## src/rtl/multi_timer_control.sv

```systemverilog
// Multi-channel cook-timer controller: one FSM per channel, shared blink
// timebase, alarm auto-silence and LED multiplexing of the selected channel.
module multi_timer_control #(
  parameter int NCH          = 2,
  parameter int NLED         = 8,
  parameter int ALARM_BLINKS = 16
) (
  input  logic                clk,
  input  logic                reset,
  input  logic [((NCH > 1) ? $clog2(NCH) : 1)-1:0] ch_sel,
  input  logic                cooktime_req,
  input  logic                start_timer,
  input  logic                timer_en,
  input  logic [NCH-1:0]      timer_done,
  input  logic                seconds_req,
  input  logic                minutes_req,
  input  logic                blink_pulse,
  input  logic [NCH*NLED-1:0] bargraph,
  output logic [NCH-1:0]      increment_seconds,
  output logic [NCH-1:0]      increment_minutes,
  output logic [NCH-1:0]      prog_mode,
  output logic [NCH-1:0]      main_timer_enable,
  output logic [NCH-1:0]      load_timer,
  output logic                timer_enabled_led,
  output logic                timer_on_led,
  output logic                alarm_active,
  output logic [NLED-1:0]     output_leds
);

  localparam int CW  = (NCH > 1) ? $clog2(NCH) : 1;
  localparam int ACW = (ALARM_BLINKS > 1) ? $clog2(ALARM_BLINKS) : 1;
  localparam int ALIM = (ALARM_BLINKS > 0) ? ALARM_BLINKS - 1 : 0;

  typedef enum logic [2:0] {
    IDLE  = 3'd0,
    PROG  = 3'd1,
    LOAD  = 3'd2,
    RUN   = 3'd3,
    PAUSE = 3'd4,
    DONE  = 3'd5
  } state_t;

  state_t         st_q   [NCH];
  state_t         st_d   [NCH];
  logic [ACW-1:0] acnt_q [NCH];
  logic [ACW-1:0] acnt_d [NCH];
  logic           flash_q, flash_d;
  logic [NCH-1:0] sel;
  logic [NCH-1:0] alarm_lim;

  always_ff @(posedge clk or posedge reset) begin
    if (reset) begin
      flash_q <= 1'b0;
      for (int unsigned k = 0; k < NCH; k++) begin
        st_q[k]   <= IDLE;
        acnt_q[k] <= '0;
      end
    end else begin
      flash_q <= flash_d;
      for (int unsigned k = 0; k < NCH; k++) begin
        st_q[k]   <= st_d[k];
        acnt_q[k] <= acnt_d[k];
      end
    end
  end

  always_comb begin
    flash_d   = flash_q ^ blink_pulse;
    sel       = '0;
    alarm_lim = '0;
    for (int unsigned k = 0; k < NCH; k++) begin
      sel[k]       = (ch_sel == CW'(k));
      alarm_lim[k] = (ALARM_BLINKS != 0) && blink_pulse && (acnt_q[k] == ACW'(ALIM));
      st_d[k]      = st_q[k];
      // Counter is held at zero outside DONE, so it is always clear on entry.
      if (ALARM_BLINKS != 0 && st_q[k] == DONE)
        acnt_d[k] = acnt_q[k] + ACW'(blink_pulse);
      else
        acnt_d[k] = '0;
      case (st_q[k])
        IDLE:  if (cooktime_req && sel[k]) st_d[k] = PROG;
        PROG:  if (start_timer && sel[k])  st_d[k] = LOAD;
        LOAD:  st_d[k] = RUN;
        RUN: begin
          if (cooktime_req && sel[k])     st_d[k] = PROG;
          else if (timer_done[k])         st_d[k] = DONE;
          else if (start_timer && sel[k]) st_d[k] = PAUSE;
        end
        PAUSE: begin
          if (cooktime_req && sel[k])     st_d[k] = PROG;
          else if (start_timer && sel[k]) st_d[k] = RUN;
        end
        DONE: begin
          if (cooktime_req && sel[k])     st_d[k] = PROG;
          else if (start_timer && sel[k]) st_d[k] = LOAD;
          else if (alarm_lim[k])          st_d[k] = IDLE;
        end
        default: st_d[k] = IDLE;
      endcase
    end
  end

  always_comb begin
    increment_seconds = '0;
    increment_minutes = '0;
    prog_mode         = '0;
    main_timer_enable = '0;
    load_timer        = '0;
    alarm_active      = 1'b0;
    output_leds       = '0;
    for (int unsigned k = 0; k < NCH; k++) begin
      prog_mode[k]         = (st_q[k] == PROG);
      load_timer[k]        = (st_q[k] == LOAD);
      main_timer_enable[k] = (st_q[k] == RUN) && timer_en;
      increment_seconds[k] = cooktime_req && seconds_req && sel[k] && (st_q[k] == PROG);
      increment_minutes[k] = cooktime_req && minutes_req && sel[k] && (st_q[k] == PROG);
      if (st_q[k] == DONE) alarm_active = 1'b1;
    end
    timer_enabled_led = |main_timer_enable;
    timer_on_led      = timer_enabled_led && flash_q;
    if (alarm_active) begin
      output_leds = {NLED{flash_q}};
    end else begin
      for (int unsigned k = 0; k < NCH; k++)
        if (sel[k] && (st_q[k] == RUN || st_q[k] == PAUSE))
          output_leds = bargraph[k*NLED +: NLED];
    end
  end

endmodule
```

## config.mk

```make
export PLATFORM = sky130hd
export DESIGN_NAME = multi_timer_control
export DESIGN_NICKNAME = d
export VERILOG_FILES = /design/src/rtl/multi_timer_control.sv
export SDC_FILE = /design/constraint.sdc
export NUM_CORES = 1
export LEC_CHECK = 0
export CAP_MARGIN = 20
export CORE_MARGIN = 8
export CORE_UTILIZATION = 39
export CTS_CLUSTER_DIAMETER = 40
export DETAILED_ROUTE_END_ITERATION = 7
export PLACE_DENSITY = 0.83
export SKIP_LAST_GASP = 1
export SLEW_MARGIN = 30
export SYNTH_ARGS = -nofsm -noshare
export SYNTH_HDL_FRONTEND = slang
export SYNTH_SLANG_ARGS = --single-unit
```

## constraint.sdc

```tcl
create_clock -name clk -period 1.78 [get_ports clk]
set_clock_uncertainty 0.1 [all_clocks]
set_input_delay 0.445 -clock clk [delete_from_list [all_inputs] [get_ports clk]]
set_output_delay 0.445 -clock clk [all_outputs]
set_load 0.005 [all_outputs]
```

==> qor_table.md <==
| Item | This run | Unit |
| --- | --- | --- |
| Run status | finished, violations left | - |
| Number of slew-limit violations in the final report | 0 | - |
| Total vias in the final route | 1,711 | - |
| Total I/O pin count | 48 | - |
| Initial cell density of the core | 40.5 | % |
| Clock root buffer master | clkbuf_4 | - |
| Global-route usage over all layers | 20.1 | % |
| Number of remaining DRC errors | 0 | - |
| Async set or reset register ratio after synthesis | 100 | % |
| Iteration-0 DRC count of the detailed router | 152 | - |
| Final critical-path required period | 2.53 | ns |
| Cell variety after synth | 51 | - |
| Dpl hpwl | 3130 | µm |
| Class of the tightest hold or removal check | in2async | - |
| Routability Congestion | 0.852 | - |
| Largest net degree at the start of global routing | 16 | - |
| Syn_area_per_cell | 9.15 | µm² |
| FF+latch count, synth | 15 | - |
| Clock tree from TritonCTS | done | - |
| CTS max path bufs | 2 | - |
| PwrDens | 1580 | mW/mm² |
| Met1 wire length | 2460 | µm |
| Number of max-cap violations | 0 | - |
| WL met3 | 480 | µm |
| Syn Std Cell Area | 0.00122 | mm² |
| Biggest area consumer among synthesized cells | dfrtp_1 | - |
| Number of setup violations in the final report | 27 | - |
| Switching fraction of total power | 40.6 | % |
| Tcrit/Tclk final | 142 | % |
| Ratio of routed vias to standard cells | 5.92 | - |
| Net Count, Synth | 164 | - |
| Int Pwr | 0.00240 | W |
| Fin nets | 287 | - |
| Clk_lat worst skew | 0.30 | ns |
| Fill cell count | 129 | - |
| Switching power summed over all nets | 0.00164 | W |
| Vias in the first global route | 1,603 | - |
| Type of element launching the critical path | flop | - |
| Number of instances in the synthesized netlist | 133 | - |
| Total global routing overflow | 0 | - |
| Top cells by area in the synthesized netlist | dfrtp_1 (31%), a21oi_1 (5.3%), a22oi_1 (4.9%), ha_1 (4.1%), nor2_1 (3.4%) | - |
| Sequential fraction of the synthesis area | 30.8 | % |
| Yosys top cell area share | 30.8 | % |
| # clock sinks | 15 | - |
| Layout-stage area growth over the synthesis result | 109 | % |
| Clock share of power | 5.2 | % |
| Worst Max-Slew Pin Slew | 0.459 | ns |
| Worst-path maximum fanout | 5 | - |
| Arrival time of data at the critical path endpoint | 1.98 | ns |
| Part of the total power dissipated in sequential elements | 12.9 | % |
| Worst-path clk slew | 0.10 | ns |
| Vert. Die Dim | 71.9 | µm |
| Count of flip-flops with a built-in enable after synthesis | 0 | - |
| Number of antenna violations at the first check in global routing | 1 | - |
| Average wire per standard cell | 22.3 | µm |
| # H-tree levels | 1 | - |
| Antenna Violating Nets Remaining | 0 | - |
| Highest metal layer with signal wires | met4 | - |
| Worst Slack Setup Final | -0.747 | ns |
| Hold Fails Final Rpt | 0 | - |
| Pre-CTS setup slack | -0.870 | ns |
| Nature of the critical path endpoint | output port | - |
| Type of the worst setup path | reg2out | - |
| Synthesis Warnings | 0 | - |
| Number of hold-repair buffers added at the cts stage | 0 | - |
| Max IR drop VDD | 0.000683 | V |
| Wirelength, routed | 6430 | µm |
| Ratio of cells with drive above 1 in the final layout | 56.9 | % |
| Required arrival time at the worst endpoint | 1.23 | ns |
| Slew margin rel. | 69.2 | % |
| Total placed cells including tap cells | 237 | - |
| Core Box Area | 0.00300 | mm² |
| Number of CTS-inserted buffers | 3 | - |
| Fraction of power consumed by combinational cells | 82.0 | % |
| Violated checks | setup timing | - |
| Util after Layout | 84.9 | % |
| Port bufs | 47 | - |
| Leakage | 1.23 | nW |
| Flop-to-flop setup slack | -0.37 | ns |
| X dimension of the die | 71.9 | µm |
| Global-route wire length before repair | 8130 | µm |
| RSZ-0062 raised after global routing | yes | - |
| Non-filler instance count after layout | 289 | - |
| Depth of the worst register-to-register path | 10 | - |
| Total die area | 0.00517 | mm² |
| Routed length on met2 | 3120 | µm |
| Setup total negative slack | -12.33 | ns |
| First drt pass iteration count | 4 | - |
| Floorplan row count | 20 | - |
| Maximum operating frequency | 396 | MHz |
| Synth Flop Type | dfrtp_1 | - |
## state kept, by name, indices dropped and copies added (netlist names)
name / flops
acnt_q: 8
st_q: 6
flash_q: 1
## final timing paths
path / endpoint / start
min reg2reg: acnt_q[7]$_DFF_PP0_ / acnt_q[7]$_DFF_PP0_
min in group clk: acnt_q[7]$_DFF_PP0_ / acnt_q[7]$_DFF_PP0_
max: output_leds[3] / st_q[2]$_DFFE_PP0P_
min: acnt_q[0]$_DFF_PP0_ / reset
max in group asynchronous: st_q[4]$_DFFE_PP0P_ / reset
max reg2reg: st_q[3]$_DFFE_PP0P_ / st_q[5]$_DFFE_PP0P_
## layout make-up
class	count	area [µm²]	share of cell area, %
Multi-Input combinational cell	105	986	38.7
Inverter	5	18.8	0.736
Sequential cell	15	377	14.8
Antenna cell	1	2.50	0.0981
Clock buffer	4	26.3	1.03
Timing Repair Buffer	126	1100	43.1
Tap cell	33	41.3	1.62
## cells in the final DEF (no fill, tap or decap), types with 4 or more instances in the layout
cell,count
a21oi_1,10
clkdlybuf4s50_1,21
ha_1,4
buf_6,29
dfrtp_1,14
a22oi_2,6
and2_1,5
nor2_1,8
nand2_1,4
buf_2,18
and3_1,4
inv_1,4
buf_4,50
dlygate4sd2_1,5
## per-stage QoR
step                      power [W]  area (µm²)  hold WS, ns
final                       0.00404        2550        0.402
after CTS                   0.00319        2270        0.368
after global placement      0.00237        1920        0.421
after floorplan             0.00146        1220        0.246
after global routing        0.00421        2550        0.416
after detailed placement    0.00243        1920        0.450
## worst max-delay path, cell delays in order, from the launching register on
cell	delay [ns]
dfrtp_1	0.42
or3b_4	0.41
a21boi_4	0.22
buf_6	0.14
buf_6	0.09
a22oi_1	0.09
a21oi_1	0.15
buf_2	0.16
## synthesized netlist by cell type, types with 2 or more instances
cell type	instances
dfrtp_1	15
a21oi_1	13
nor2_1	11
a22oi_1	8
and2_1	6
buf_2	6
inv_1	5
and3_1	4
ha_1	4
nand2_1	4
nor2b_1	3
nor3b_1	3
o22ai_1	3
xor2_1	3
a21o_1	2
mux2_1	2
nand2b_1	2
nand3_1	2
nand3b_1	2
nor3_1	2
or3b_1	2
xnor2_1	2
## cells by family after synthesis
| kind of cell | share of synthesized area (%) |
|---|---|
| muxes | 4.83 |
| xor gates and xnor gates | 3.60 |
| adders and majority gates | 4.11 |
| buffers and inverters | 5.24 |
| DFF | 30.8 |
| and+or+nand+nor | 25.3 |
| AOI/OAI and AO/OA | 26.1 |
## power by group through the flow
stage | clock, W | combinational, W | sequential, W
final | 0.000209 | 0.00331 | 0.000520
after global routing | 0.000223 | 0.00347 | 0.000523
after CTS | 0.000203 | 0.00249 | 0.000495
after detailed placement | 0 | 0.00193 | 0.000502
after global placement | 0 | 0.00187 | 0.000498
after floorplan | 0 | 0.000982 | 0.000481
## repair_timing
action | in CTS | in global routing
pin swaps | 21 | 19
endpoints found under the setup margin | 27 | 27
gates resized for setup | 130 | 34
cloned | 0 | 0
setup buffers | 31 | 23
## layer usage
| layer | global-route usage [%] | vias to the layer above |
|---|---|---|
| met5 | 0 | - |
| met4 | 10.7 | 0 |
| met3 | 4.32 | 32 |
| met2 | 35.5 | 92 |
| met1 | 21.9 | 850 |
| li1 | - | 737 |
(Power assumes the default switching activity.)
